**config.mk**
```make
export PLATFORM = sky130hd
export DESIGN_NAME = multicycle_ctrl
export DESIGN_NICKNAME = d
export VERILOG_FILES = /design/src/rtl/instruction_utils_pkg.sv /design/src/rtl/multicycle_ctrl_decoder.sv /design/src/rtl/multicycle_ctrl.sv
export SDC_FILE = /design/constraint.sdc
export NUM_CORES = 1
export LEC_CHECK = 0
export BUFFER_PORTS_ARGS = -buffer_cell sky130_fd_sc_hd__buf_2
export CAP_MARGIN = 15
export CORE_UTILIZATION = 42
export DETAILED_ROUTE_END_ITERATION = 10
export PLACE_DENSITY_LB_ADDON = 0.2
export SYNTH_ARGS = -nofsm -noshare
export SYNTH_HDL_FRONTEND = slang
export SYNTH_SLANG_ARGS = --single-unit
```
**constraint.sdc**
```tcl
create_clock -name clk -period 3.2 [get_ports clk]
set_input_delay 0.48 -clock clk [delete_from_list [all_inputs] [get_ports clk]]
set_output_delay 0.48 -clock clk [all_outputs]
set_load 0.03 [all_outputs]
```
**src/rtl/instruction_utils_pkg.sv**
```systemverilog
// -----------------------------------------------------------------------------
// instruction_utils
// Shared RV32I definitions for the mini-rv core: opcode and funct constants,
// the decoded instruction enum, and the multi-cycle controller's state and
// mux-select enums.
// No ports; imported by rv32i_decoder and multicycle_ctrl.
// -----------------------------------------------------------------------------
package instruction_utils;

   // Major opcodes (instr[6:0])
   localparam logic [6:0] OPC_LUI    = 7'b0110111;
   localparam logic [6:0] OPC_AUIPC  = 7'b0010111;
   localparam logic [6:0] OPC_JAL    = 7'b1101111;
   localparam logic [6:0] OPC_JALR   = 7'b1100111;
   localparam logic [6:0] OPC_BRANCH = 7'b1100011;
   localparam logic [6:0] OPC_LOAD   = 7'b0000011;
   localparam logic [6:0] OPC_STORE  = 7'b0100011;
   localparam logic [6:0] OPC_OP_IMM = 7'b0010011;
   localparam logic [6:0] OPC_OP     = 7'b0110011;

   // funct7 values that are legal on OP and on the immediate shifts
   localparam logic [6:0] F7_ZERO = 7'b0000000;
   localparam logic [6:0] F7_ALT  = 7'b0100000;

   typedef enum logic [5:0] {
      INSTR_LUI, INSTR_AUIPC, INSTR_JAL, INSTR_JALR,
      INSTR_BEQ, INSTR_BNE, INSTR_BLT, INSTR_BGE, INSTR_BLTU, INSTR_BGEU,
      INSTR_LB, INSTR_LH, INSTR_LW, INSTR_LBU, INSTR_LHU,
      INSTR_SB, INSTR_SH, INSTR_SW,
      INSTR_ADDI, INSTR_SLTI, INSTR_SLTIU, INSTR_XORI, INSTR_ORI, INSTR_ANDI,
      INSTR_SLLI, INSTR_SRLI, INSTR_SRAI,
      INSTR_ADD, INSTR_SUB, INSTR_SLL, INSTR_SLT, INSTR_SLTU,
      INSTR_XOR, INSTR_SRL, INSTR_SRA, INSTR_OR, INSTR_AND,
      INSTR_ILLEGAL
   } rv32i_instr_e;

   typedef enum logic [2:0] {
      FETCH, DECODE, EXECUTE, MEM, WB, TRAP
   } ctrl_state_e;

   typedef enum logic [1:0] {
      PC_SEL_PLUS4  = 2'b00,
      PC_SEL_BRANCH = 2'b01,
      PC_SEL_JALR   = 2'b10
   } pc_sel_e;

   typedef enum logic [1:0] {
      WB_SEL_ALU  = 2'b00,
      WB_SEL_LOAD = 2'b01,
      WB_SEL_PC4  = 2'b10,
      WB_SEL_IMM  = 2'b11
   } wb_sel_e;

   typedef enum logic [1:0] {
      MEM_BYTE = 2'b00,
      MEM_HALF = 2'b01,
      MEM_WORD = 2'b10
   } mem_size_e;

endpackage

```
**src/rtl/multicycle_ctrl_decoder.sv**
```systemverilog
// -----------------------------------------------------------------------------
// rv32i_decoder
// Purely combinational RV32I classifier for the multi-cycle controller.
// Ports:
//   i_instr      instruction register contents
//   o_instr_type decoded instruction, INSTR_ILLEGAL for anything not RV32I base
//   o_is_*       class flags, all zero for illegal words
//   o_uses_imm   ALU B operand is the immediate
//   o_rd         destination register index
// -----------------------------------------------------------------------------
module rv32i_decoder
   import instruction_utils::*;
(
   input  logic [31:0]  i_instr,
   output rv32i_instr_e o_instr_type,
   output logic         o_is_load,
   output logic         o_is_store,
   output logic         o_is_branch,
   output logic         o_is_jal,
   output logic         o_is_jalr,
   output logic         o_is_lui,
   output logic         o_is_auipc,
   output logic         o_uses_imm,
   output logic [4:0]   o_rd
);

   logic [6:0] w_opcode;
   logic [2:0] w_funct3;
   logic [6:0] w_funct7;
   logic       w_unusedBits;

   assign w_opcode     = i_instr[6:0];
   assign w_funct3     = i_instr[14:12];
   assign w_funct7     = i_instr[31:25];
   assign o_rd         = i_instr[11:7];
   // Register source fields are consumed by the register file, not here.
   assign w_unusedBits = ^i_instr[24:15];

   // Opcode selects the class, funct3/funct7 pick the instruction. Flags are
   // set per opcode and then wiped if the word turned out to be illegal, so the
   // FSM never sees a class flag alongside INSTR_ILLEGAL.
   always_comb begin
      o_instr_type = INSTR_ILLEGAL;
      o_is_load    = 1'b0;
      o_is_store   = 1'b0;
      o_is_branch  = 1'b0;
      o_is_jal     = 1'b0;
      o_is_jalr    = 1'b0;
      o_is_lui     = 1'b0;
      o_is_auipc   = 1'b0;
      o_uses_imm   = 1'b0;
      case (w_opcode)
         OPC_LUI: begin
            o_instr_type = INSTR_LUI;
            o_is_lui     = 1'b1;
            o_uses_imm   = 1'b1;
         end
         OPC_AUIPC: begin
            o_instr_type = INSTR_AUIPC;
            o_is_auipc   = 1'b1;
            o_uses_imm   = 1'b1;
         end
         OPC_JAL: begin
            o_instr_type = INSTR_JAL;
            o_is_jal     = 1'b1;
            o_uses_imm   = 1'b1;
         end
         OPC_JALR: begin
            if (w_funct3 == 3'b000) o_instr_type = INSTR_JALR;
            o_is_jalr  = 1'b1;
            o_uses_imm = 1'b1;
         end
         OPC_BRANCH: begin
            o_is_branch = 1'b1;
            case (w_funct3)
               3'b000:  o_instr_type = INSTR_BEQ;
               3'b001:  o_instr_type = INSTR_BNE;
               3'b100:  o_instr_type = INSTR_BLT;
               3'b101:  o_instr_type = INSTR_BGE;
               3'b110:  o_instr_type = INSTR_BLTU;
               3'b111:  o_instr_type = INSTR_BGEU;
               default: o_instr_type = INSTR_ILLEGAL;
            endcase
         end
         OPC_LOAD: begin
            o_is_load  = 1'b1;
            o_uses_imm = 1'b1;
            case (w_funct3)
               3'b000:  o_instr_type = INSTR_LB;
               3'b001:  o_instr_type = INSTR_LH;
               3'b010:  o_instr_type = INSTR_LW;
               3'b100:  o_instr_type = INSTR_LBU;
               3'b101:  o_instr_type = INSTR_LHU;
               default: o_instr_type = INSTR_ILLEGAL;
            endcase
         end
         OPC_STORE: begin
            o_is_store = 1'b1;
            o_uses_imm = 1'b1;
            case (w_funct3)
               3'b000:  o_instr_type = INSTR_SB;
               3'b001:  o_instr_type = INSTR_SH;
               3'b010:  o_instr_type = INSTR_SW;
               default: o_instr_type = INSTR_ILLEGAL;
            endcase
         end
         OPC_OP_IMM: begin
            o_uses_imm = 1'b1;
            case (w_funct3)
               3'b000:  o_instr_type = INSTR_ADDI;
               3'b010:  o_instr_type = INSTR_SLTI;
               3'b011:  o_instr_type = INSTR_SLTIU;
               3'b100:  o_instr_type = INSTR_XORI;
               3'b110:  o_instr_type = INSTR_ORI;
               3'b111:  o_instr_type = INSTR_ANDI;
               3'b001:  if (w_funct7 == F7_ZERO) o_instr_type = INSTR_SLLI;
               3'b101: begin
                  if (w_funct7 == F7_ZERO)     o_instr_type = INSTR_SRLI;
                  else if (w_funct7 == F7_ALT) o_instr_type = INSTR_SRAI;
               end
               default: o_instr_type = INSTR_ILLEGAL;
            endcase
         end
         OPC_OP: begin
            case ({w_funct7, w_funct3})
               {F7_ZERO, 3'b000}: o_instr_type = INSTR_ADD;
               {F7_ALT,  3'b000}: o_instr_type = INSTR_SUB;
               {F7_ZERO, 3'b001}: o_instr_type = INSTR_SLL;
               {F7_ZERO, 3'b010}: o_instr_type = INSTR_SLT;
               {F7_ZERO, 3'b011}: o_instr_type = INSTR_SLTU;
               {F7_ZERO, 3'b100}: o_instr_type = INSTR_XOR;
               {F7_ZERO, 3'b101}: o_instr_type = INSTR_SRL;
               {F7_ALT,  3'b101}: o_instr_type = INSTR_SRA;
               {F7_ZERO, 3'b110}: o_instr_type = INSTR_OR;
               {F7_ZERO, 3'b111}: o_instr_type = INSTR_AND;
               default:           o_instr_type = INSTR_ILLEGAL;
            endcase
         end
         default: o_instr_type = INSTR_ILLEGAL;
      endcase
      if (o_instr_type == INSTR_ILLEGAL) begin
         o_is_load   = 1'b0;
         o_is_store  = 1'b0;
         o_is_branch = 1'b0;
         o_is_jal    = 1'b0;
         o_is_jalr   = 1'b0;
         o_is_lui    = 1'b0;
         o_is_auipc  = 1'b0;
         o_uses_imm  = 1'b0;
      end
   end

endmodule

```
**src/rtl/multicycle_ctrl.sv**
```systemverilog
// -----------------------------------------------------------------------------
// multicycle_ctrl
// Multi-cycle control unit for the mini-rv RV32I core. Sequences
// FETCH/DECODE/EXECUTE/MEM/WB, halts in TRAP on illegal instructions, and
// drives every datapath enable and mux select.
// Ports:
//   clk, rst        core clock, asynchronous active-high reset
//   instr_i         instruction register contents
//   mem_ready_i     memory handshake completion (only looked at while requesting)
//   branch_taken_i  ALU compare result in EXECUTE
//   mem_*_o         shared memory port request, direction, address mux, size
//   ir_we_o, pc_we_o, pc_sel_o, alu_*_o, rf_we_o, wb_sel_o  datapath controls
//   trap_o          core halted on an illegal instruction
//   pc_reset_o      RESET_PC constant for the PC register
//   instret_o       retired instruction count
// Configuration: define MINIRV_INSTRET_EN to build the retired-instruction
// counter; otherwise instret_o is tied to zero.
// -----------------------------------------------------------------------------
module multicycle_ctrl
   import instruction_utils::*;
#(
   parameter logic [31:0] RESET_PC = 32'h0000_0000
)
(
   input  logic         clk,
   input  logic         rst,
   input  logic [31:0]  instr_i,
   input  logic         mem_ready_i,
   input  logic         branch_taken_i,
   output logic         mem_req_o,
   output logic         mem_we_o,
   output logic         mem_addr_sel_o,
   output logic [1:0]   mem_size_o,
   output logic         mem_unsigned_o,
   output logic         ir_we_o,
   output logic         pc_we_o,
   output logic [1:0]   pc_sel_o,
   output logic         alu_a_sel_o,
   output logic         alu_b_sel_o,
   output rv32i_instr_e alu_op_o,
   output logic         rf_we_o,
   output logic [1:0]   wb_sel_o,
   output logic         trap_o,
   output logic [31:0]  pc_reset_o,
   output logic [31:0]  instret_o
);

   ctrl_state_e  r_state;
   ctrl_state_e  w_next_state;
   rv32i_instr_e w_instr_type;
   logic         w_is_load;
   logic         w_is_store;
   logic         w_is_branch;
   logic         w_is_jal;
   logic         w_is_jalr;
   logic         w_is_lui;
   logic         w_is_auipc;
   logic         w_uses_imm;
   logic [4:0]   w_rd;
   logic         w_alu_a_pc;

   rv32i_decoder u_decoder (
      .i_instr      (instr_i),
      .o_instr_type (w_instr_type),
      .o_is_load    (w_is_load),
      .o_is_store   (w_is_store),
      .o_is_branch  (w_is_branch),
      .o_is_jal     (w_is_jal),
      .o_is_jalr    (w_is_jalr),
      .o_is_lui     (w_is_lui),
      .o_is_auipc   (w_is_auipc),
      .o_uses_imm   (w_uses_imm),
      .o_rd         (w_rd)
   );

   assign pc_reset_o = RESET_PC;
   // Only AUIPC and JAL compute from the old PC; everything else uses rs1.
   assign w_alu_a_pc = w_is_auipc | w_is_jal;

   // State register: reset parks the controller in FETCH, which is also the
   // only way out of TRAP.
   always_ff @(posedge clk or posedge rst) begin
      if (rst) r_state <= FETCH;
      else     r_state <= w_next_state;
   end

   // Next-state logic: FETCH and MEM wait on the memory handshake, DECODE
   // diverts illegal words to TRAP, EXECUTE routes by instruction class.
   always_comb begin
      w_next_state = r_state;
      case (r_state)
         FETCH:   if (mem_ready_i) w_next_state = DECODE;
         DECODE:  w_next_state = (w_instr_type == INSTR_ILLEGAL) ? TRAP : EXECUTE;
         EXECUTE: begin
            if (w_is_load || w_is_store) w_next_state = MEM;
            else if (w_is_branch)        w_next_state = FETCH;
            else                         w_next_state = WB;
         end
         MEM:     if (mem_ready_i) w_next_state = w_is_store ? FETCH : WB;
         WB:      w_next_state = FETCH;
         TRAP:    w_next_state = TRAP;
         default: w_next_state = FETCH;
      endcase
   end

   // Output logic: Moore per state, apart from ir_we_o and the store pc_we_o
   // (qualified by same-cycle mem_ready_i) and the branch pc_sel_o (from
   // branch_taken_i). Everything is forced quiet while rst is high so that a
   // reset during a pending access drops it with no request or write enable.
   // ALU selects stay applied through MEM and WB because the address and the
   // writeback value come straight off the ALU.
   always_comb begin
      mem_req_o      = 1'b0;
      mem_we_o       = 1'b0;
      mem_addr_sel_o = 1'b0;
      mem_size_o     = MEM_BYTE;
      mem_unsigned_o = 1'b0;
      ir_we_o        = 1'b0;
      pc_we_o        = 1'b0;
      pc_sel_o       = PC_SEL_PLUS4;
      alu_a_sel_o    = 1'b0;
      alu_b_sel_o    = 1'b0;
      alu_op_o       = INSTR_ILLEGAL;
      rf_we_o        = 1'b0;
      wb_sel_o       = WB_SEL_ALU;
      trap_o         = 1'b0;
      if (!rst) begin
         case (r_state)
            FETCH: begin
               mem_req_o = 1'b1;
               ir_we_o   = mem_ready_i;
            end
            DECODE: begin
               alu_op_o = w_instr_type;
            end
            EXECUTE: begin
               alu_op_o    = w_instr_type;
               alu_a_sel_o = w_alu_a_pc;
               alu_b_sel_o = w_uses_imm;
               if (w_is_branch) begin
                  pc_we_o  = 1'b1;
                  pc_sel_o = branch_taken_i ? PC_SEL_BRANCH : PC_SEL_PLUS4;
               end
            end
            MEM: begin
               alu_op_o       = w_instr_type;
               alu_a_sel_o    = w_alu_a_pc;
               alu_b_sel_o    = w_uses_imm;
               mem_req_o      = 1'b1;
               mem_addr_sel_o = 1'b1;
               mem_we_o       = w_is_store;
               mem_size_o     = instr_i[13:12];
               mem_unsigned_o = instr_i[14];
               pc_we_o        = w_is_store & mem_ready_i;
            end
            WB: begin
               alu_op_o    = w_instr_type;
               alu_a_sel_o = w_alu_a_pc;
               alu_b_sel_o = w_uses_imm;
               pc_we_o     = 1'b1;
               rf_we_o     = (w_rd != 5'd0);
               if (w_is_jal)       pc_sel_o = PC_SEL_BRANCH;
               else if (w_is_jalr) pc_sel_o = PC_SEL_JALR;
               if (w_is_jal || w_is_jalr) wb_sel_o = WB_SEL_PC4;
               else if (w_is_load)        wb_sel_o = WB_SEL_LOAD;
               else if (w_is_lui)         wb_sel_o = WB_SEL_IMM;
            end
            TRAP: begin
               trap_o = 1'b1;
            end
            default: begin
               trap_o = 1'b0;
            end
         endcase
      end
   end

`ifdef MINIRV_INSTRET_EN
   logic [31:0] r_instret;

   // Every PC write is the final one of its instruction, so it marks
   // retirement. Trapped instructions never write the PC and are not counted.
   always_ff @(posedge clk or posedge rst) begin
      if (rst)          r_instret <= 32'd0;
      else if (pc_we_o) r_instret <= r_instret + 32'd1;
   end

   assign instret_o = r_instret;
`else
   assign instret_o = 32'd0;
`endif

endmodule

```
Word-level counts from Yosys, hierarchy flattened
Index checks and enable logic that the tools add are counted.

Shifts and indexed selects: 0. Order comparisons: 0. Bitwise logic cells: 2. $mul: 0. Muxes and demuxes: 69. Divide/modulo/power cells: 0. Reduce and logical (&&, ||, !) cells: 12. Add/sub/neg operators: 0. Equality and inequality tests: 34.

Operator list (count): 6-bit one-hot mux with 10 select lines (1); 6-bit one-hot mux with 9 select lines (1); 6-bit one-hot mux with 8 select lines (1); 10-bit by 3-bit equality test with 1-bit output (second input constant) (4); 1-bit 2-to-1 mux (38); 6-bit 2-to-1 mux (6); 6-bit one-hot mux with 6 select lines (1); 6-bit one-hot mux with 5 select lines (1); 7-bit by 6-bit equality test with 1-bit output (second input constant) (4); 7-bit equality test (second input constant) (3); 10-bit by 2-bit equality test with 1-bit output (second input constant) (2); 10-bit by 9-bit equality test with 1-bit output (second input constant) (2); 2-bit 2-to-1 mux (10); 3-bit equality test (second input constant) (6); 3-bit 2-to-1 mux (6); 6-bit one-hot mux with 3 select lines (1); 3-bit one-hot mux with 5 select lines (1); 7-bit by 5-bit equality test with 1-bit output (second input constant) (2); 3-bit by 2-bit equality test with 1-bit output (second input constant) (4); 10-bit by 1-bit equality test with 1-bit output (second input constant) (1); 10-bit zero test (1); 7-bit by 2-bit equality test with 1-bit output (second input constant) (1); 7-bit zero test (1); 7-bit OR reduction (1); 14 further kinds (18).

Bits in read-only memories: 0. Logic and storage cells: 118. Memories: 0. Register bits after elaboration: 3. Bits of input ports: 36. RAM bits: 0. Bits in latches: 0.

Logic depth before layout (Yosys ltp)
Gate-level depths: netlist of the first run.

Depth after elaboration: 12. Depth in mapped cells: 9. Gate-level depth less buffers: 7.

Hierarchy
Synthesis of the first run repeated with hierarchy kept, for this count alone.

Cells, all modules: 258. Area total of the unflattened synthesis: 1759.2 um^2.

By module, submodules not included: multicycle_ctrl (area an instance 930.9 um^2, times used 1, cells each 129, seq. area each 75.1 um^2); rv32i_decoder (area an instance 828.3 um^2, times used 1, cells each 129, seq. area each 0.0 um^2).

Worst setup path after synthesis of the first run
Ideal clock, no wire load.

Kind: input port to output port. Start point: input port instr_i[25]. End point: output port mem_we_o. Path slack: -0.086 ns. Arrival time: 2.806 ns. Path buffers: 1. Stages: 8. Data required time: 2.720 ns. Cell sequence: or4_4 buf_6 nor2_8 a21oi_2 or3_4 nor4_4 nor2_2 nor3b_1.

Longest elaborated chain between the ends: 9.

Ends and longest elaborated chain: start: declaration (RTL line multicycle_ctrl.sv:27) `input logic [31:0] instr_i,`; 7-bit by 6-bit equality test with 1-bit output (RTL line multicycle_ctrl_decoder.sv:119) `else if (w_funct7 == F7_ALT) o_instr_type = INSTR_SRAI;`; 6-bit 2-to-1 mux (RTL line multicycle_ctrl_decoder.sv:119); 6-bit 2-to-1 mux (RTL line multicycle_ctrl_decoder.sv:118) `if (w_funct7 == F7_ZERO) o_instr_type = INSTR_SRLI;`; 6-bit one-hot mux with 8 select lines (RTL line multicycle_ctrl_decoder.sv:109) `case (w_funct3)`; 6-bit one-hot mux with 9 select lines * (RTL line multicycle_ctrl_decoder.sv:52) `case (w_opcode)`; 6-bit equality test * (RTL line multicycle_ctrl_decoder.sv:141) `if (o_instr_type == INSTR_ILLEGAL) begin`; 1-bit 2-to-1 mux * (RTL line multicycle_ctrl_decoder.sv:141); 1-bit 2-to-1 mux * (RTL line multicycle_ctrl.sv:128) `case (r_state)`; 1-bit 2-to-1 mux * (RTL line multicycle_ctrl.sv:127) `if (!rst) begin`; end: declaration (RTL line multicycle_ctrl.sv:31) `output logic mem_we_o,`.

Every way passes the cells marked *; elsewhere a longest branch is shown, timed or not.

Final worst setup path of the first run
Start point: input port instr_i[28]. End point: output port alu_b_sel_o.

Longest elaborated chain between the ends: 9.

Ends and longest elaborated chain: 7-bit by 6-bit equality test with 1-bit output (RTL line multicycle_ctrl_decoder.sv:119); 6-bit 2-to-1 mux (RTL line multicycle_ctrl_decoder.sv:119); 6-bit 2-to-1 mux (RTL line multicycle_ctrl_decoder.sv:118); 6-bit one-hot mux with 8 select lines (RTL line multicycle_ctrl_decoder.sv:109); 6-bit one-hot mux with 9 select lines * (RTL line multicycle_ctrl_decoder.sv:52); 6-bit equality test * (RTL line multicycle_ctrl_decoder.sv:141); 1-bit 2-to-1 mux * (RTL line multicycle_ctrl_decoder.sv:141); 1-bit 2-to-1 mux * (RTL line multicycle_ctrl.sv:128); 1-bit 2-to-1 mux * (RTL line multicycle_ctrl.sv:127); end: declaration (RTL line multicycle_ctrl.sv:39) `output logic alu_b_sel_o,`.

Marks and branches as above.

==> results of run 1 <==
[area by class of cell]
type / count / area, µm²
Timing Repair Buffer: 72 / 428
Multi-Input combinational cell: 227 / 1350
Clock buffer: 4 / 45.0
Inverter: 6 / 22.5
Sequential cell: 3 / 75.1
Fill cell: 422 / 1820
Tap cell: 48 / 60.1
[power groups by stage]
| stage | combinational [µW] | clock, µW | sequential (µW) |
|---|---|---|---|
| floorplan | 233 | 0 | 38.6 |
| global placement | 218 | 0 | 38.6 |
| detailed placement | 220 | 0 | 38.6 |
| CTS | 220 | 111 | 38.2 |
| global route | 244 | 112 | 38.2 |
| finish | 226 | 110 | 38.2 |
[metrics by stage]
step | power (µW) | hold WS, ns | instance area, µm² | std cells
after floorplan | 272 | 0.494 | 1980 | 318
after global placement | 257 | 0.481 | 1890 | 355
after detailed placement | 258 | 0.490 | 1890 | 355
after CTS | 369 | 0.264 | 1940 | 359
after global routing | 395 | 0.289 | 1980 | 360
final | 375 | 0.266 | 1980 | 360
[critical path: cells and delay by family]
kind	cells	cell delay, ns
compound gates	2	0.27
simple gates	5	1.40
buf+inv	3	0.49
[metal layers]
| layer | global-route usage | wire length, µm | part of all wire |
|---|---|---|---|
| met3 | 0.0121 | 328 | 0.076 |
| met1 | 0.272 | 1920 | 0.44 |
| met4 | 0.0399 | 14 | 0.0032 |
| met2 | 0.338 | 2050 | 0.48 |
| met5 | 0 | 0 | 0 |
[worst max-delay path by stage]
| stage | start | end |
|---|---|---|
| after global placement | instr_i[25] | pc_we_o |
| after floorplan | instr_i[25] | alu_b_sel_o |
| after global routing | instr_i[4] | pc_sel_o[0] |
| after CTS | instr_i[25] | pc_we_o |
| after detailed placement | instr_i[25] | pc_we_o |
| final | instr_i[28] | alu_b_sel_o |
[cell usage in the layout (no fill, tap or decap), types with 2 or more instances in the layout]
cell / n
conb_1: 64
buf_2: 45
buf_4: 27
nor2_1: 18
nand2_1: 17
a21oi_1: 12
nor3_1: 10
o21ai_0: 10
nor4_1: 7
inv_1: 6
nor2b_1: 6
a211oi_1: 6
nand2b_1: 5
nor3b_1: 3
nand3b_1: 3
or3_1: 3
xnor2_1: 3
nand3_1: 3
and2_1: 3
a21boi_0: 3
nand4_1: 3
clkbuf_8: 3
dfrtp_1: 3
or2_2: 2
xor2_1: 2
o22ai_1: 2
o31ai_1: 2
o41ai_1: 2
o31a_1: 2
a31oi_1: 2
[what timing repair did]
action                     4_1_cts  5_1_grt
setup endpoints to repair        1        5
pin swaps                        0        3
setup buffers                    0        1
resized for setup                1        5
hold buffers                     0        0
[cell families after synthesis]
group / count (synthesis) / share of synthesized area
xor gates and xnor gates: 5 / 0.0254
buffers and inverters: 88 / 0.338
AOI/OAI and AO/OA: 60 / 0.251
and+or+nand+nor: 97 / 0.333
DFF: 3 / 0.0436
muxes: 1 / 0.00654
other: 1 / 0.00218
==> summary.txt, run 1 <==
Power
  – Clock power frac: 0.294
  – Sequential power share: 0.102
  – Sw frac: 0.526
  – Combinational cell fraction of total power: 0.604
  – Net Sw Power: 197 µW
  – Lkg Pwr: around 0.00096 µW
  – Internal power: 177 µW
  – Worst VDD drop: ~0.000082 V
  – Pwr dens: 189 nW/µm²

Final layout
  – Final Util: 0.521
  – Share of cells above drive strength 1: 0.298
  – Ant. Diodes: 0
  – Max reg flops: 3
  – Biggest registers after layout: r_state (3)
  – Nets: between 300 and 400
  – Reg with most FFs: r_state
  – Syn-to-layout area delta: 14.8%

Synthesis
  – Synth top area share: 0.279
  – Area contributors post-synth: buf_4, dfrtp_1, nor2_1
  – Ys async rst share: 1.00
  – Dominant synthesized flop cell: dfrtp_1
  – Seq cells post-synth: 3
  – Avg Inst Size Synth: 6.76 µm²
  – Number of enable flip-flop cells after synthesis: 0
  – Syn Inst Count: 255
  – Synth warn: 0
  – Area leader, netlist: buf_4
  – Post-Syn Area: approximately 1700 µm²
  – Post-synth top cells: buf_4, nor2_1, nand2_1
  – Netlist cell types: 65
  – Post-synthesis sequential area ratio: 0.0436
  – Count leader, synth: buf_4

Worst hold path
  – Min-Delay Path Class: in2async

Clock tree
  – Root Driver: clkbuf_8
  – Reg clk slew, reported paths: around 0.03 ns
  – CTS Buffer Depth: 2
  – CTS tree: yes
  – CTS buffer count: 3
  – H-tree depth: 1
  – CTS Sinks: 3
  – Worst-skew pair later-pin latency: approximately 0.22 ns

Placed design
  – Detail Placement HPWL: ~3400 µm
  – Setup WS pre-CTS: -0.00215 ns
  – PortBufs: 47
  – Final Wtd Congestion: roughly 0.90

GRT
  – First-pass GRT wire length: slightly below 7000 µm
  – Vias in the first global route: between 1,500 and 2,000
  – Initial antenna violation count: 0
  – Grt ovf: 0
  – GRT Total Usage: 0.198
  – Largest net degree at the start of global routing: 20

Route
  – Wire per inst: about 12 µm
  – Avg Vias per Cell: roughly 5.1
  – Initial detailed-routing violation count: between 100 and 150
  – Pre-antenna DRT Iters: 4
  – Final ANT Viol Nets: 0
  – DRC Markers: 0
  – WL final: between 4000 and 5000 µm
  – Vias: around 1,800

Timing
  – Fmax: about 0.32 GHz
  – Setup TNS: 0 ns
  – Fin crit share: 0.974
  – Final setup viols: 0
  – Minimum clock period: between 3 and 4 ns
  – RSZ-0062 raised after global routing: yes
  – Hold violation count in the final report: 0
  – Clock Skew: approximately 0.0024 ns
  – Final WS setup: around 0.084 ns
  – Final Slew Violations: 0

Floorplanning
  – Die ar.: between 4000 and 5000 µm²
  – Die width: 66.1 µm
  – Core area: around 3800 µm²
  – I/O Pins: 122
  – Die Y: about 66 µm
  – # rows: 22
  – Starting Density: 0.454

Critical path
  – Most used cell, CP: buf_4
  – Startpoint Class: primary input
  – WP data required: roughly 2.7 ns
  – Worst EP arrival: roughly 2.6 ns
  – Slowest stage cell, crit path: or4_4
  – R2r startpoint: r_state[2]
  – R2r worst-path depth: 5
  – Crit. End Element: output pin
  – Critical-path cell list: buf_2 -> or4_4 -> buf_4 -> nor2_8 -> a21oi_2 -> or3_4 -> nor4_4 -> nor2_4 -> a2111oi_4 -> buf_4
  – Worst r2r dst: r_state[2]
  – CP peak stage delay: ~0.57 ns
  – Critical path type: in2out
  – Worst-path maximum fanout: 6
  – Reg-to-reg slack, setup: 1.58 ns

Outcome
  – Status: complete, no violations

Job
  – MaxCap Viol Count: 0
Note: power is estimated with default switching activity, not from simulation.
==> run 2, diff against run 1 <==
--- a/config.mk
+++ b/config.mk
@@ -7,7 +7,8 @@
 export LEC_CHECK = 0
 export BUFFER_PORTS_ARGS = -buffer_cell sky130_fd_sc_hd__buf_2
 export CAP_MARGIN = 15
-export CORE_UTILIZATION = 42
+export CORE_UTILIZATION = 43
+export CTS_BUF_LIST = sky130_fd_sc_hd__clkbuf_4
 export DETAILED_ROUTE_END_ITERATION = 10
 export PLACE_DENSITY_LB_ADDON = 0.2
 export SYNTH_ARGS = -nofsm -noshare
==> run 2 against run 1 <==
- the run now ends with setup timing left
- die area shrank 2.3%
- utilization is 1.9 points higher
- flip-flop and latch count unchanged
- highest routed layer is now met3
- clock power is 33% lower
- combinational power grew 2%
- via count is 1.1% lower
==> summary.txt, run 2 (synthesis results as in run 1) <==
Clock tree
  – Reg clk slew, reported paths: 0.04 ns (about the same)
  – CTS Sinks: 3 (unchanged)
  – CTS Buffer Depth: 2 (unchanged)
  – CTS buffer count: 3 (unchanged)
  – H-tree depth: 1 (unchanged)
  – Root Driver: clkbuf_4
  – Worst-skew pair later-pin latency: 0.23 ns (about the same)
  – Hold_buf cts: 0 (unchanged)
  – CTS tree: yes

Floorplanning
  – I/O Pins: 122 (unchanged)
  – Core area: 3740 µm² (-1.4%)
  – Starting Density: 0.460 (+0.00667)
  – Die ar.: 4260 µm² (-2.3%)
  – # rows: 22 (unchanged)
  – Die Y: 65.3 µm (-1.1%)
  – Die width: 65.3 µm (-1.1%)

Final layout
  – Reg area: 75.1 µm² (unchanged)
  – Reg with most FFs: r_state
  – Biggest registers after layout: r_state (3)
  – Most frequent cells in the layout: conb_1, buf_2, buf_4
  – Commonest non-fill, non-tap cell in the layout: conb_1
  – Fillers: 381 (-9.7%)
  – Max reg flops: 3 (unchanged)
  – Syn-to-layout area delta: 17.4%
  – Final Util: 0.540 (+0.0194)
  – Ant. Diodes: 0 (unchanged)
  – Multi-input logic area: 1370 µm² (+1.3%)
  – Nets: 352 (+0.86%)
  – Share of cells above drive strength 1: 0.311 (+0.0130)

Critical path
  – WP data required: 2.72 ns (about the same)
  – Worst EP arrival: 2.73 ns (+0.09 ns)
  – Worst-path maximum fanout: 6 (unchanged)
  – Critical path type: in2out
  – Startpoint Class: primary input
  – R2r worst-path depth: 5 (unchanged)
  – Critical-path cell list: buf_6 -> or4_4 -> buf_6 -> nor2_8 -> a21oi_2 -> or3_4 -> nor4_4 -> nor2_4 -> o41ai_4 -> buf_4
  – Most used cell, CP: buf_6
  – R2r startpoint: r_state[2]
  – Crit. End Element: output pin
  – Reg-to-reg slack, setup: 1.62 ns (+0.04 ns)
  – Worst r2r dst: r_state[2]
  – CP peak stage delay: 0.57 ns (about the same)
  – Critical path buffers and inverters: 3 (unchanged)
  – Slowest stage cell, crit path: or4_4
  – CP top delay family: simple AND/OR/NAND/NOR gates

GRT
  – First-pass GRT wire length: 6660 µm (-4.2%)
  – Vias in the first global route: 1,454 (-6.6%)
  – Initial antenna violation count: 0 (unchanged)
  – Largest net degree at the start of global routing: 20 (unchanged)
  – Grt ovf: 0 (unchanged)
  – GRT Total Usage: 0.191 (-0.00657)

Power
  – Worst VDD drop: 0.000105 V (+28%)
  – Pwr dens: 169 nW/µm² (-11%)
  – Lkg Pwr: 0.000979 µW (+2.2%)

Timing
  – Fin crit share: 1.00 (+0.0278)
  – Final setup viols: 2 (+2)
  – Fmax: 0.312 GHz (-2.8%)
  – Minimum clock period: 3.21 ns (+0.0890 ns)
  – Final Slew Violations: 0 (unchanged)
  – Hold violation count in the final report: 0 (unchanged)
  – Final hold slack: 0.233 ns (-0.0329 ns)
  – Clock Skew: 0.00136 ns (-0.00107 ns)
  – Final WS setup: -0.00546 ns (-0.0890 ns)
  – RSZ-0062 raised after global routing: yes

Route
  – Pre-antenna DRT Iters: 4 (unchanged)
  – Vias: 1,828 (-1.1%)
  – Avg Vias per Cell: 5.04 (-2.0%)
  – Wire per inst: 11.9 µm (-0.48%)
  – WL final: 4330 µm (+0.35%)
  – Initial detailed-routing violation count: 136 (+9.7%)
  – Final ANT Viol Nets: 0 (unchanged)
  – DRC Markers: 0 (unchanged)

Placed design
  – PortBufs: 47 (unchanged)
  – Detail Placement HPWL: 3350 µm (-2.6%)
  – Final Wtd Congestion: 0.897 (-0.46%)

Worst hold path
  – Min-Delay Path Class: in2async

Outcome
  – Status: complete, but fails checks
  – Violated checks: setup timing

Job
  – MaxCap Viol Count: 0 (unchanged)
## run 2: cell types whose count changed in the layout (fill, tap and decap cells not counted), moves of 3 or more
cell      delta
buf_6        +3
buf_2        -3
clkbuf_4     +4
buf_4        +3
clkbuf_8     -3
## run 2: power breakdown
group | total [µW] | internal [µW] | switching (µW)
clock | 74.2 | 55.1 | 19.0
combinational | 230 | 56.8 | 173
sequential | 38.2 | 38.2 | 0.00000000000661
total | 342 | 150 | 192
## run 2: worst register-to-register path, delay by kind of cell, from the launching register on
| family | cells | cell delay, ns |
|---|---|---|
| DFF | 1 | 0.50 |
| and+or+nand+nor | 3 | 0.61 |
| AOI/OAI and AO/OA | 2 | 0.38 |
## run 2: layout make-up
class,count,share of cell area
repair buffers,75,0.232
inverters,6,0.0111
well taps,48,0.0297
flip-flops and latches,3,0.0371
clock buffers,4,0.0149
multi-input cells,227,0.675
## run 2: layer usage
metal,track usage,wire length (µm),share of wire
met1,0.273,1960,0.45
met2,0.317,2080,0.48
met3,0.0330,296,0.068
met4,0,0,0
met5,0,0,0
## run 2: repair_timing
| action | in CTS | in global routing |
|---|---|---|
| buffers inserted | 0 | 3 |
| pin swaps | 0 | 8 |
| gates cloned | 0 | 0 |
| endpoints found under the setup margin | 2 | 4 |
| resized for setup | 3 | 12 |
## run 2: per-stage QoR
stage,cells,total power (µW),setup slack (ns),setup TNS (ns),cell area [µm²]
2_1_floorplan,318,272,-0.00530,-0.00530,1980
3_3_place_gp,356,256,-0.0676,-0.106,1900
3_5_place_dp,356,257,-0.0528,-0.0609,1900
4_1_cts,360,337,-0.0303,-0.0303,1940
5_1_grt,363,369,-0.0773,-0.274,2020
6_report,363,342,-0.00546,-0.00560,2020
## run 2: how the worst max path moves through the flow
stage,from,end,slack (ns),cells after the start
after global placement,instr_i[25],pc_we_o,-0.07,9
after floorplan,instr_i[25],alu_b_sel_o,-0.005,8
after detailed placement,instr_i[25],pc_we_o,-0.05,9
final,instr_i[28],pc_we_o,-0.005,10
after CTS,instr_i[25],pc_we_o,-0.03,10
after global routing,instr_i[28],pc_we_o,-0.08,10
==> run 3, diff against run 2 <==
--- a/config.mk
+++ b/config.mk
@@ -7,10 +7,12 @@
 export LEC_CHECK = 0
 export BUFFER_PORTS_ARGS = -buffer_cell sky130_fd_sc_hd__buf_2
 export CAP_MARGIN = 15
+export CORE_MARGIN = 4
 export CORE_UTILIZATION = 43
-export CTS_BUF_LIST = sky130_fd_sc_hd__clkbuf_4
+export CTS_BUF_LIST = sky130_fd_sc_hd__clkbuf_4 sky130_fd_sc_hd__clkbuf_8 sky130_fd_sc_hd__clkbuf_16
 export DETAILED_ROUTE_END_ITERATION = 10
 export PLACE_DENSITY_LB_ADDON = 0.2
 export SYNTH_ARGS = -nofsm -noshare
 export SYNTH_HDL_FRONTEND = slang
+export SYNTH_HIERARCHICAL = 1
 export SYNTH_SLANG_ARGS = --single-unit
==> run 3 against run 2 <==
- non-clock buffer count increased by 19
- critical endpoint unchanged
- clock power increased by 67%
- largest power group unchanged
- area after synthesis increased by 2.1%
- utilization increased by 4.7 points
- synthesized cell count increased by 1.2%
- global-route usage decreased by 3.1 points
- sequential power about the same
- highest routed layer is now met4
- clock skew decreased by 0.00063 ns
- the flow now finishes without violations
- sequential share of layout area decreased by 0.35 points
- final cell count increased by 6.3%
- combinational power increased by 2%
==> summary.txt, run 3 <==
Final layout
  – Biggest registers after layout: r_state (3)
  – Syn-to-layout area delta: 26.8%
  – Ant. Diodes: 0 (unchanged)
  – Nets: 375 (+6.5%)
  – Commonest non-fill, non-tap cell in the layout: conb_1
  – Final Instance Area: 2230 µm² (+10%)
  – Max reg flops: 3 (unchanged)
  – Share of cells above drive strength 1: 0.370 (+0.0587)
  – Reg with most FFs: r_state
  – Most frequent cells in the layout: conb_1, buf_4, buf_2

Power
  – Combinational cell fraction of total power: 0.591 (-0.081)
  – Sw frac: 0.498 (-0.0633)
  – Net Sw Power: 198 µW (+3.1%)
  – Sequential power share: 0.096 (-0.016)
  – Worst VDD drop: 0.000127 V (+21%)
  – Clock power frac: 0.313 (+0.096)
  – Lkg Pwr: 0.00108 µW (+11%)
  – Pwr Total: 398 µW (+16%)
  – Internal power: 200 µW (+33%)
  – Pwr dens: 178 nW/µm² (+5.3%)

Floorplanning
  – Die Y: 72.0 µm (+10%)
  – Die ar.: 5180 µm² (+21%)
  – # rows: 22 (unchanged)
  – Starting Density: 0.463 (+0.00288)
  – Die width: 72.0 µm (+10%)
  – I/O Pins: 122 (unchanged)
  – Core area: 3800 µm² (+1.5%)

Clock tree
  – Reg clk slew, reported paths: 0.03 ns (about the same)
  – Hold_buf cts: 0 (unchanged)
  – CTS buffer count: 3 (unchanged)
  – Worst-skew pair later-pin latency: 0.22 ns (about the same)
  – H-tree depth: 1 (unchanged)
  – CTS Sinks: 3 (unchanged)
  – CTS Buffer Depth: 2 (unchanged)
  – CTS tree: yes
  – Root Driver: clkbuf_8

Placed design
  – Detail Placement HPWL: 3700 µm (+11%)
  – Setup WS pre-CTS: -0.145 ns (-0.0926 ns)
  – Final Wtd Congestion: 0.948 (+5.7%)
  – PortBufs: 47 (unchanged)
  – Placed Area: 2030 µm² (+7.0%)

Synthesis
  – Netlist cell types: 60 (-7.7%)
  – Avg Inst Size Synth: 6.82 µm² (+0.92%)
  – Seq cells post-synth: 3 (unchanged)
  – Dominant synthesized flop cell: dfrtp_1
  – Synth top area share: 0.294 (+0.0156)
  – Post-synthesis sequential area ratio: 0.0427 (-0.000899)
  – Area leader, netlist: buf_4
  – Post-Syn Area: 1760 µm² (+2.1%)
  – Post-synth top cells: buf_4, nor2_1, nand2_1
  – Number of enable flip-flop cells after synthesis: 0 (unchanged)
  – Count leader, synth: buf_4
  – Area contributors post-synth: buf_4, nor2_1, and2_1
  – Syn Inst Count: 258 (+1.2%)
  – Ys async rst share: 1.00 (unchanged)
  – Synth warn: 6 (+6)

Timing
  – Final setup viols: 0 (-2)
  – Minimum clock period: 3.16 ns (-0.0479 ns)
  – Final Slew Violations: 0 (unchanged)
  – Fmax: 0.317 GHz (+1.5%)
  – RSZ-0062 raised after global routing: yes
  – Clock Skew: 0.000730 ns (-0.000627 ns)
  – Hold violation count in the final report: 0 (unchanged)
  – Final hold slack: 0.206 ns (-0.0271 ns)
  – Fin crit share: 0.987 (-0.0150)
  – Final WS setup: 0.0425 ns (+0.0479 ns)

Route
  – Vias: 1,851 (+1.3%)
  – Max layer used: met4
  – Met1 WL: 1940 µm (-0.61%)
  – DRC Markers: 0 (unchanged)
  – Initial detailed-routing violation count: 116 (-15%)
  – Wire per inst: 11.8 µm (-0.74%)
  – Pre-antenna DRT Iters: 4 (unchanged)
  – Final ANT Viol Nets: 0 (unchanged)
  – WL met3: 481 µm (+63%)
  – WL final: 4570 µm (+5.5%)
  – Avg Vias per Cell: 4.80 (-4.8%)
  – WL met2: 2130 µm (+2.5%)

Critical path
  – Slowest stage cell, crit path: or4_4
  – R2r worst-path depth: 2 (-3)
  – Crit. End Element: output pin
  – CP top delay family: simple AND/OR/NAND/NOR gates
  – Startpoint Class: primary input
  – Critical path buffers and inverters: 2 (-1)
  – Worst-path maximum fanout: 3 (-3)
  – Reg-to-reg slack, setup: 1.98 ns (+0.36 ns)
  – WP data required: 2.72 ns (about the same)
  – Critical path type: in2out
  – Worst EP arrival: 2.68 ns (-0.05 ns)
  – CP peak stage delay: 0.52 ns (-0.05 ns)
  – R2r startpoint: r_state[0]
  – Worst r2r dst: r_state[0]
  – Critical-path cell list: buf_6 -> or4_4 -> or3_4 -> o21a_1 -> a221oi_2 -> o21ai_2 -> a21oi_2 -> and3_1 -> o21ai_2 -> a21oi_2 -> buf_6

Outcome
  – Status: complete, no violations

GRT
  – First-pass GRT wire length: 6990 µm (+5.0%)
  – GRT Total Usage: 0.161 (-0.0305)
  – Initial antenna violation count: 0 (unchanged)
  – Largest net degree at the start of global routing: 17 (-15%)
  – Vias in the first global route: 1,528 (+5.1%)
  – Grt ovf: 0 (unchanged)

Job
  – MaxCap Viol Count: 0 (unchanged)

Worst hold path
  – Min-Delay Path Class: in2async
## run 3: cell types whose count changed after synthesis, moves of 4 or more
cell / delta
and2_1: +9
and3_1: +4
buf_4: +5
clkbuf_1: -5
nand2b_1: +6
nor2_1: +4
nor4_1: -6
o21ai_0: -5
## run 3: worst max path at each step
| stage | end | from | slack [ns] | cells after the start |
|---|---|---|---|---|
| after floorplan | pc_we_o | instr_i[27] | -0.006 | 9 |
| after detailed placement | pc_we_o | instr_i[27] | -0.15 | 12 |
| after global placement | pc_we_o | instr_i[27] | -0.14 | 12 |
| after CTS | pc_we_o | instr_i[27] | -0.006 | 11 |
| final | pc_we_o | instr_i[27] | 0.04 | 11 |
| after global routing | pc_we_o | instr_i[27] | -0.09 | 11 |
## run 3: layout make-up
| type | count | area (µm²) |
|---|---|---|
| Tap cell | 48 | 60.1 |
| Sequential cell | 3 | 75.1 |
| Timing Repair Buffer | 94 | 622 |
| Fill cell | 367 | 1570 |
| Clock buffer | 4 | 48.8 |
| Inverter | 3 | 11.3 |
| Multi-Input combinational cell | 234 | 1410 |
## run 3: repair_timing
action / 4_1_cts / 5_1_grt
gates resized for setup: 8 / 17
setup endpoints to repair: 4 / 6
pin swaps: 2 / 8
setup buffers: 7 / 0
## run 3: cells by family (layout without fill, tap and decap cells)
| family | Yosys count | in the layout | share of synthesized area |
|---|---|---|---|
| compound gates | 54 | 54 | 0.228 |
| flops | 3 | 3 | 0.0427 |
| buf+inv | 84 | 101 | 0.329 |
| other cells | 1 | 64 | 0.00213 |
| xor+xnor | 5 | 5 | 0.0249 |
| simple gates | 110 | 110 | 0.368 |
| fa+ha+maj | 1 | 1 | 0.00569 |
## run 3: per-layer routing
layer | GRT usage | vias up
met5 | 0 | -
met1 | 0.227 | 817
met4 | 0.0230 | 0
li1 | - | 935
met3 | 0.0235 | 2
met2 | 0.264 | 97
## run 3: power groups by stage
stage	registers (µW)	logic, µW	clock network [µW]
global route	38.2	253	132
detailed placement	38.6	221	0
floorplan	38.6	227	0
CTS	38.2	228	127
finish	38.2	235	124
global placement	38.6	221	0
## run 3: stage by stage
step,utilization,instances,setup TNS (ns)
6_report,0.587,386,0
3_3_place_gp,0.535,375,-0.273
5_1_grt,0.587,386,-0.216
4_1_cts,0.572,386,-0.00607
3_5_place_dp,0.535,375,-0.269
2_1_floorplan,-,321,-0.00629
